## src/rtl/adc_spi_scanner.sv

```systemverilog
// Multi-channel SPI-master ADC poller: sweeps the enabled channels, extracts a
// sample field from each frame and keeps one averaged result per channel.
module adc_spi_scanner #(
    parameter int N_CH       = 2,
    parameter int FRAME_BITS = 16,
    parameter int DATA_BITS  = 12,
    parameter int DATA_LSB   = 3,
    parameter int CLK_DIV    = 2,
    parameter int AVG_LOG2   = 2,
    parameter int MODE       = 0
) (
    input  logic                 clk,
    input  logic                 rst_n,
    input  logic                 ena,
    input  logic                 start,
    input  logic                 continuous,
    input  logic [N_CH-1:0]      ch_mask,
    input  logic [2:0]           rd_ch,
    output logic [DATA_BITS-1:0] rd_data,
    output logic                 rd_valid,
    output logic                 busy,
    output logic                 done,
    output logic                 adc_sck,
    output logic [N_CH-1:0]      adc_sce,
    input  logic                 adc_sin,
    output logic                 adc_sout
);
    localparam int DW = (CLK_DIV > 1) ? $clog2(CLK_DIV) : 1;
    localparam int AW = DATA_BITS + AVG_LOG2;
    localparam int CW = AVG_LOG2 + 1;
    localparam int SW = DATA_LSB + DATA_BITS;
    localparam logic [DW-1:0] DIV_LAST = DW'(CLK_DIV - 1);
    localparam logic [5:0]    BIT_LAST = 6'(FRAME_BITS - 1);
    localparam logic [CW-1:0] CNT_LAST = CW'((1 << AVG_LOG2) - 1);

    typedef enum logic [2:0] {IDLE, SETUP, SHIFT, HOLD, GAP} state_t;

    state_t          state, state_n;
    logic [DW-1:0]   div_cnt, div_n;
    logic            sck_hi, sck_hi_n;
    logic [5:0]      bit_cnt, bit_n;
    logic [2:0]      ch, ch_n;
    logic [SW-1:0]   shreg;
    logic            shift_en, frame_end, sweep_end, div_last;
    logic            first_found, next_found;
    logic [2:0]      first_ch, next_ch;
    logic            sck_n, mosi_n;
    logic [N_CH-1:0] cs_n;
    logic [3:0]      hdr;

    logic [AW-1:0]        acc [N_CH];
    logic [CW-1:0]        cnt [N_CH];
    logic [DATA_BITS-1:0] res [N_CH];
    logic [N_CH-1:0]      vld;
    logic [DATA_BITS-1:0] sample;
    logic [AW-1:0]        acc_sel, sum;
    logic [CW-1:0]        cnt_sel;

    assign busy   = (state != IDLE);
    assign sample = shreg[SW-1:DATA_LSB];

    // Lowest enabled channel overall, and lowest enabled channel above the current one.
    always_comb begin
        first_found = 1'b0;
        first_ch    = '0;
        next_found  = 1'b0;
        next_ch     = '0;
        for (int i = N_CH - 1; i >= 0; i--) begin
            if (ch_mask[i]) begin
                first_found = 1'b1;
                first_ch    = 3'(i);
            end
            if (ch_mask[i] && (3'(i) > ch)) begin
                next_found = 1'b1;
                next_ch    = 3'(i);
            end
        end
    end

    always_comb begin
        state_n   = state;
        div_n     = div_cnt;
        sck_hi_n  = sck_hi;
        bit_n     = bit_cnt;
        ch_n      = ch;
        shift_en  = 1'b0;
        frame_end = 1'b0;
        sweep_end = 1'b0;
        div_last  = (div_cnt == DIV_LAST);
        if (!ena) begin
            state_n  = IDLE;
            div_n    = '0;
            sck_hi_n = 1'b0;
            bit_n    = '0;
        end else begin
            case (state)
                IDLE: begin
                    if ((start || continuous) && first_found) begin
                        state_n  = SETUP;
                        ch_n     = first_ch;
                        div_n    = '0;
                        sck_hi_n = 1'b0;
                        bit_n    = '0;
                    end
                end
                SETUP: begin
                    div_n = div_cnt + 1'b1;
                    if (div_last) begin
                        state_n = SHIFT;
                        div_n   = '0;
                    end
                end
                SHIFT: begin
                    div_n = div_cnt + 1'b1;
                    if (div_last) begin
                        div_n = '0;
                        if (!sck_hi) begin
                            sck_hi_n = 1'b1;
                            shift_en = 1'b1;
                        end else begin
                            sck_hi_n = 1'b0;
                            if (bit_cnt == BIT_LAST) begin
                                state_n = HOLD;
                                bit_n   = '0;
                            end else begin
                                bit_n = bit_cnt + 1'b1;
                            end
                        end
                    end
                end
                HOLD: begin
                    div_n = div_cnt + 1'b1;
                    if (div_last) begin
                        state_n   = GAP;
                        div_n     = '0;
                        frame_end = 1'b1;
                    end
                end
                GAP: begin
                    div_n = div_cnt + 1'b1;
                    if (div_last) begin
                        div_n = '0;
                        if (next_found) begin
                            state_n = SETUP;
                            ch_n    = next_ch;
                        end else begin
                            sweep_end = 1'b1;
                            if (continuous && first_found) begin
                                state_n = SETUP;
                                ch_n    = first_ch;
                            end else begin
                                state_n = IDLE;
                            end
                        end
                    end
                end
                default: state_n = IDLE;
            endcase
        end
    end

    // Pin values are derived from the next state so the pins are glitch-free flops.
    always_comb begin
        hdr    = {1'b1, ch_n} << bit_n[1:0];
        sck_n  = (state_n == SHIFT) && sck_hi_n;
        mosi_n = (MODE == 1) && ((state_n == SETUP) || (state_n == SHIFT)) &&
                 (bit_n < 6'd4) && hdr[3];
        cs_n   = '1;
        if ((state_n == SETUP) || (state_n == SHIFT) || (state_n == HOLD)) begin
            if (MODE == 1) begin
                cs_n[0] = 1'b0;
            end else begin
                for (int i = 0; i < N_CH; i++) begin
                    if (3'(i) == ch_n) cs_n[i] = 1'b0;
                end
            end
        end
    end

    always_ff @(posedge clk or negedge rst_n) begin
        if (!rst_n) begin
            state    <= IDLE;
            div_cnt  <= '0;
            sck_hi   <= 1'b0;
            bit_cnt  <= '0;
            ch       <= '0;
            shreg    <= '0;
            adc_sck  <= 1'b0;
            adc_sce  <= '1;
            adc_sout <= 1'b0;
            done     <= 1'b0;
        end else begin
            state    <= state_n;
            div_cnt  <= div_n;
            sck_hi   <= sck_hi_n;
            bit_cnt  <= bit_n;
            ch       <= ch_n;
            adc_sck  <= sck_n;
            adc_sce  <= cs_n;
            adc_sout <= mosi_n;
            done     <= sweep_end;
            if (shift_en) shreg <= {shreg[SW-2:0], adc_sin};
        end
    end

    always_comb begin
        acc_sel = '0;
        cnt_sel = '0;
        for (int i = 0; i < N_CH; i++) begin
            if (3'(i) == ch) begin
                acc_sel = acc[i];
                cnt_sel = cnt[i];
            end
        end
        sum = acc_sel + AW'(sample);
    end

    // The last sample of a block is folded in and the result published in one step.
    always_ff @(posedge clk or negedge rst_n) begin
        if (!rst_n) begin
            for (int i = 0; i < N_CH; i++) begin
                acc[i] <= '0;
                cnt[i] <= '0;
                res[i] <= '0;
            end
            vld <= '0;
        end else if (frame_end) begin
            for (int i = 0; i < N_CH; i++) begin
                if (3'(i) == ch) begin
                    if (cnt_sel == CNT_LAST) begin
                        res[i] <= DATA_BITS'(sum >> AVG_LOG2);
                        vld[i] <= 1'b1;
                        acc[i] <= '0;
                        cnt[i] <= '0;
                    end else begin
                        acc[i] <= sum;
                        cnt[i] <= cnt_sel + 1'b1;
                    end
                end
            end
        end
    end

    always_comb begin
        rd_data  = '0;
        rd_valid = 1'b0;
        for (int i = 0; i < N_CH; i++) begin
            if (rd_ch == 3'(i)) begin
                rd_data  = res[i];
                rd_valid = vld[i];
            end
        end
    end
endmodule

```

## config.mk

```make
export PLATFORM = sky130hd
export DESIGN_NAME = adc_spi_scanner
export DESIGN_NICKNAME = d
export VERILOG_FILES = /design/src/rtl/adc_spi_scanner.sv
export SDC_FILE = /design/constraint.sdc
export NUM_CORES = 1
export LEC_CHECK = 0
export ABC_AREA = 1
export BUFFER_PORTS_ARGS = -buffer_cell sky130_fd_sc_hd__buf_2
export CORE_AREA = 2 2 109 111
export DETAILED_ROUTE_END_ITERATION = 6
export DIE_AREA = 0 0 111 113
export GPL_TIMING_DRIVEN = 0
export HOLD_SLACK_MARGIN = 0.02
export SLEW_MARGIN = 20
export SYNTH_ARGS = -nofsm -noshare
export SYNTH_HDL_FRONTEND = slang
export SYNTH_SLANG_ARGS = --single-unit
```

## constraint.sdc

```tcl
create_clock -name clk -period 2.5 [get_ports clk]
set_input_delay 0.25 -clock clk [delete_from_list [all_inputs] [get_ports clk]]
set_output_delay 0.25 -clock clk [all_outputs]
set_load 0.01 [all_outputs]
```

## Word-level counts from Yosys, hierarchy flattened

Cells that the tools add are included.
Widths: inputs -> output; s select.

| storage, ports and cells | value |
|---|---|
| register bits | 93 |
| input port bits | 11 |
| output and inout bits | 19 |
| word-level logic and storage cells | 123 |

| cells by class | value |
|---|---|
| $add $sub $neg | 4 |
| $lt $le $gt $ge | 2 |
| equal/unequal tests | 17 |
| multiplexer cells | 63 |
| reduce and logical (&&, ||, !) cells | 20 |

Operators with widths:

| operator | number |
|---|---|
| $mux 3 | 16 |
| $mux 14 | 3 |
| $mux 1 | 31 |
| $mux 6 | 5 |
| $mux 12 | 2 |
| $eq 3x2->1 const B | 5 |
| $pmux 3 s5 | 1 |
| $add 14x12->14 | 1 |
| $logic_not 3->1 | 4 |
| $pmux 6 s2 | 1 |
| $eq 3x1->1 const B | 3 |
| $ne 3x3->1 const B | 3 |
| $add 6x1->6 const B | 1 |
| $eq 1x3->1 const A | 2 |
| $eq 6x4->1 const B | 1 |
| $gt 1x3->1 const A | 2 |
| $pmux 3 s2 | 1 |
| $reduce_and 2->1 | 3 |
| $reduce_and 3->1 | 2 |
| $logic_and 1x1->1 | 5 |
| $pmux 1 s2 | 2 |
| $reduce_and 4->1 | 1 |
| $reduce_or 4->1 | 1 |
| $add 3x1->3 const B | 1 |
| 7 further kinds | 9 |

## Depth between registers and ports, before layout

| logic depth | value |
|---|---|
| depth after elaboration | 12 |
| gate-level depth with buffers | 17 |
| mapped depth without buffers | 17 |

## Worst setup path before layout

No wires, ideal clock.

| timing path | value |
|---|---|
| path kind | register -> register |
| start | reg ch[1] |
| end | reg res[10] in the netlist's numbering |
| library setup time | 0.117 ns |
| data arrival time | 2.238 ns |
| data required time | 2.383 ns |
| path slack | 0.145 ns |
| cell stages (with the launch flop) | 18 |
| buffers on the path | 1 |
| clock period less this slack | 2.355 ns |
| cells stage by stage | dfrtp_1 > inv_1 > nand2_1 > nor2_4 > buf_1 > a22o_1 > ha_1 > fa_1 > nand3_1 > nand2_1 > nand2_1 > nand2_1 > nand2_1 > nand2_1 > nand2_1 > nand2_1 > nand2_1 > o21ai_2 |

| on the way | value |
|---|---|
| longest elaborated chain between the ends | 5 |
| elaborated cells on any way between the ends | 9 |
| classes of those cells | add/sub: 1; eq/ne: 2; mux: 4; reduce/logical: 2 |

Ends and longest elaborated chain:

| what | line | RTL |
|---|---|---|
| from (decl) | 42 | `logic [2:0] ch, ch_n;` |
| from (signal assigned) | 197 | `ch <= ch_n;` |
| branches (longest 5 deep; another with $add 14x12->14) | n/a |  |
| to (signal, indexed assignment) | 231 | `res[i] <= DATA_BITS'(sum >> AVG_LOG2);` |
| to (decl) | 53 | `logic [DATA_BITS-1:0] res [N_CH];` |

Parallel ways; which one is timed is not known.
A chain may end at the register's enable or synchronous reset.

## Final worst setup path

| timing path | value |
|---|---|
| start | reg ch[2] |
| end | reg acc[16] in the netlist's numbering |

| on the way | value |
|---|---|
| longest elaborated chain between the ends | 5 |
| elaborated cells on any way between the ends | 10 |
| classes of those cells | add/sub: 1; eq/ne: 2; mux: 5; reduce/logical: 2 |

Ends and longest elaborated chain:

| what | line | RTL |
|---|---|---|
| $logic_not 3->1 | 210, 229 |  |
| $mux 14 / $mux 3 (equally long branches) (2 in a row) | 210 | `if (3'(i) == ch) begin` |
| $add 14x12->14 / $eq 3x2->1 (equally long branches) | 215, 230 |  |
| $mux 14 | 230 | `if (cnt_sel == CNT_LAST) begin` |
| to (signal, indexed assignment) | 236 | `acc[i] <= sum;` |
| to (decl) | 51 | `logic [AW-1:0] acc [N_CH];` |

Several ways; a longest one is shown, not always the timed one.

==> summary.md <==
| Metric | Value |
|---|---|
| Worst setup path class | register to register |
| Ant diodes | 0 |
| Total number of vias | around 4100 |
| Core Rows | 39 |
| Critical path launch point type | register |
| Met2 Routed Length | 5810 µm |
| Final Hold Violating Endpoints | 0 |
| Routed length on met1 | 5850 µm |
| Peak fanout along the critical path | 5 |
| Final estimated routing congestion in global placement | between 0.8 and 0.9 |
| Sw Share | 27.5% |
| NumNets Final | 661 |
| Clock-pin transition on the worst setup and hold timing paths | 0.07 ns |
| Maximum number of pins on one net before global-route repair | 69 |
| Part of the power in registers | 44.8% |
| Number of buffers on the longest clock path | 2 |
| Largest stage delay on the critical path | 0.47 ns |
| Length of the first detailed-routing pass in iterations | 5 |
| Tightest hold margin | 0.134 ns |
| Most instantiated flip-flop cell in the synthesis netlist | dfrtp_1 |
| Cell depth of the worst min-delay path | 2 |
| Clock sink count | 93 |
| Power density normalized to cell area | between 500 and 600 nW/µm² |
| Global-route wire length before repair | 19900 µm |
| Setup-failing EPs final | 0 |
| Max layer used | met4 |
| Outcome | finished, final reports clean |
| Worst flop-to-flop path endpoint | acc[16] |
| Maximum clock frequency | 414 MHz |
| Tmin final | between 2 and 2.5 ns |
| Post-DR vias/cell | 5.29 |
| Residual overflow from global routing | 0 |
| Unique cell type count in the Yosys netlist | 39 |
| Ys async rst share | 100% |
| Critical hold path startpoint | adc_sin |
| Vertical die dimension | 113 µm |
| Fin. max-slew vios | 0 |
| Static Leakage | 3.02 nW |
| Clk root buf | clkbuf_16 |
| Total Wirelength | 12300 µm |
| Routed length per placed instance | 15.7 µm |
| GRT Total Usage | 20.0% |
| Antenna violations before repair | 0 |
| Cell area after synthesis | 5030 µm² |
| Critical Path Slowest Stage Cell | xor2_1 |
| Sequential-to-total area share from yosys stat | 46.3% |
| Layout-stage area growth over the synthesis result | 21.2% |
| Area of all sequential standard cells | between 2000 and 2500 µm² |
| Slew at the pin closest to its max-slew limit | around 0.54 ns |
| Clock network power share | 39.2% |
| Deepest level of the CTS H-tree | 3 |
| Sum of met3 wire segment lengths after detailed routing | 346 µm |
| Cell types with the largest area share after synthesis | dfrtp_1 (45%), nand2_1 (11%), inv_1 (5.6%) |
| Count of buffers from port buffering | 27 |
| Final HPWL from detailed placement | between 8000 and 9000 µm |
| Initial core utilization | around 45% |
| Combined area of the multi-input logic cells | about 2600 µm² |
| Die Wd | 111 µm |
| Fraction of synthesized cell area taken by the top area cell type | 45.2% |
| Reg-to-reg setup timing slack | around 0.084 ns |
| Mean post-synth cell area | 8.62 µm² |
| Clock tree from TritonCTS | done |
| CP arrival | 2.70 ns |
| Yosys warnings | 0 |
| Number of fillers in the final layout | 1017 |
| IO Count | 30 |
| Worst ir drop on vdd | 374 µV |
| Required time at the endpoint of the critical path | 2.79 ns |
| Critical Path End Type | register |
| Number of flip-flops and latches in the synthesized netlist | 93 |
| End point of the most critical hold path | shreg[0] |
| Largest clock skew in the final design | approximately 0.010 ns |
| Period utilisation layout | 96.7% |
| Net switching power figure | just under 0.001 W |
| Worst reg2reg startpoint | ch[2] |
| Comb power frac | 16.0% |
| Core outline area | 11300 µm² |
| EDFF count, synth | 0 |
| 1st-iter DRT viols | 248 |
| Sum Neg Setup Slack | 0 ns |
| Dominant cell type by area after synthesis | dfrtp_1 |
| Via count of the first global-routing pass | 4033 |
| Syn_nets | 611 |
| Worst rel slew slack | 64.2% |
| Number of cells on the worst reg-to-reg path | 10 |
| Worst hold path class | input port to register |
| Max cap viols | 0 |
| RSZ-0062 raised after global routing | true |
| DRC violations left | 0 |
| Critical path, cell by cell | inv_2, nand2_4, nor2_4, buf_6, a22o_4, ha_4, fa_2, xor2_1, nand2_1, o21ai_2 |
| ANT nets after route | 0 |
| Latest clock arrival within the worst-skew pair | 0.35 ns |
| Pint | 0.00259 W |
| Inserted Clock Buffers | 9 |
| Gate count after technology mapping | 584 |
| Fraction of layout cells with a size suffix above 1 | 27.7% |
| DIE AREA | 12500 µm² |
==> metrics by stage <==
step | power [W] | utilization [%] | worst slack (ns) | instance area [µm²] | cells
finish | 0.00357 | 54.2 | 0.0836 | 6100 | 781
global route | 0.00373 | 54.2 | -0.0457 | 6100 | 781
CTS | 0.00352 | 51.5 | 0.00224 | 5810 | 776
detailed placement | 0.00208 | 47.8 | -0.515 | 5380 | 755
global placement | 0.00207 | 47.5 | -0.503 | 5350 | 754
floorplan | 0.00191 | - | 0.145 | 5030 | 584
==> cells by family (layout without fill, tap and decap cells) <==
group / after synthesis / count (layout) / synth area share, %
fa+ha+maj: 16 / 16 / 4.13
flops: 93 / 93 / 46.3
buf+inv: 100 / 154 / 9.02
compound gates: 116 / 116 / 15.3
other cells: 1 / 1 / 0.0745
mux: 16 / 16 / 3.55
xor+xnor: 9 / 9 / 1.57
simple gates: 233 / 233 / 20.1
==> metal layers <==
layer  GRT usage (%)  vias up
met5               0        -
met4            8.17        0
met3            3.27       19
met2            31.9       72
met1            27.4     2037
li1                -     2004
==> power groups by stage <==
stage | clock (W) | sequential, W | combinational (W)
5_1_grt | 0.00149 | 0.00160 | 0.000636
3_3_place_gp | 0 | 0.00162 | 0.000448
3_5_place_dp | 0 | 0.00162 | 0.000459
6_report | 0.00140 | 0.00160 | 0.000572
4_1_cts | 0.00143 | 0.00159 | 0.000504
2_1_floorplan | 0 | 0.00162 | 0.000294
==> Yosys cell counts (6+ instances only) <==
master     n
buf_6      9
o21ai_2   27
dfrtp_1   91
inv_1     75
o21ai_0   35
nor3_1     6
ha_1      15
mux2_2    15
o21ai_1    6
o22ai_1   16
nand3_1   32
nor2_1    25
a22o_1    13
nand2_1  151
xor2_1     9
a21oi_1   10
==> worst max-delay path, delay by kind of cell (launching register included) <==
| family | cells | cell delay [ns] |
|---|---|---|
| AOI/OAI and AO/OA | 2 | 0.40 |
| xor gates and xnor gates | 1 | 0.47 |
| adders and majority gates | 2 | 0.53 |
| buffers and inverters | 2 | 0.20 |
| DFF | 1 | 0.43 |
| and+or+nand+nor | 3 | 0.32 |
==> flip-flops by register name, summed over array words and instances, names as in the netlist <==
| register | cells |
|---|---|
| acc | 28 |
| adc_sce | 2 |
| adc_sck | 1 |
| bit_cnt | 6 |
| ch | 3 |
| cnt | 6 |
| div_cnt | 1 |
| done | 1 |
| res | 24 |
| sck_hi | 1 |
| shreg | 15 |
| state | 3 |
| vld | 2 |
==> what timing repair did <==
item	CTS	global route
hold buffers	1	0
cloned	0	1
buffers inserted	5	4
resized for setup	20	52
pin swaps	2	16
endpoints found under the hold margin	25	0
setup endpoints to repair	48	44
==> worst max-delay path by stage <==
stage	start	endpoint	slack, ns
after floorplan	ch[1]	res[10]	0.14
after global placement	ch[2]	acc[21]	-0.50
after detailed placement	ch[2]	res[5]	-0.52
after CTS	ch[1]	acc[18]	0.002
after global routing	ch[2]	res[5]	-0.05
final	ch[2]	acc[16]	0.08
==> layout by cell type (no fill, tap or decap), types with 8 or more instances in the layout <==
cell type  count
o21ai_0       34
ha_4           8
a22o_1        11
mux2_2        15
clkbuf_16      9
nand3_1       26
buf_2         28
nand2_2       13
nor2_1        22
nand2_1      137
o21ai_2       27
dfrtp_1       91
o22ai_1       15
buf_4         12
buf_6         11
inv_1         73
a21oi_1        8
==> cell type report <==
type	count	share of cell area, %
inverters	81	5.12
multi-input cells	391	42.0
well taps	143	2.93
clock inverters	4	0.779
repair buffers	39	4.16
clock buffers	11	4.14
flip-flops and latches	93	38.2
plain buffers	19	2.75
Power figures use the tool's default switching activity.
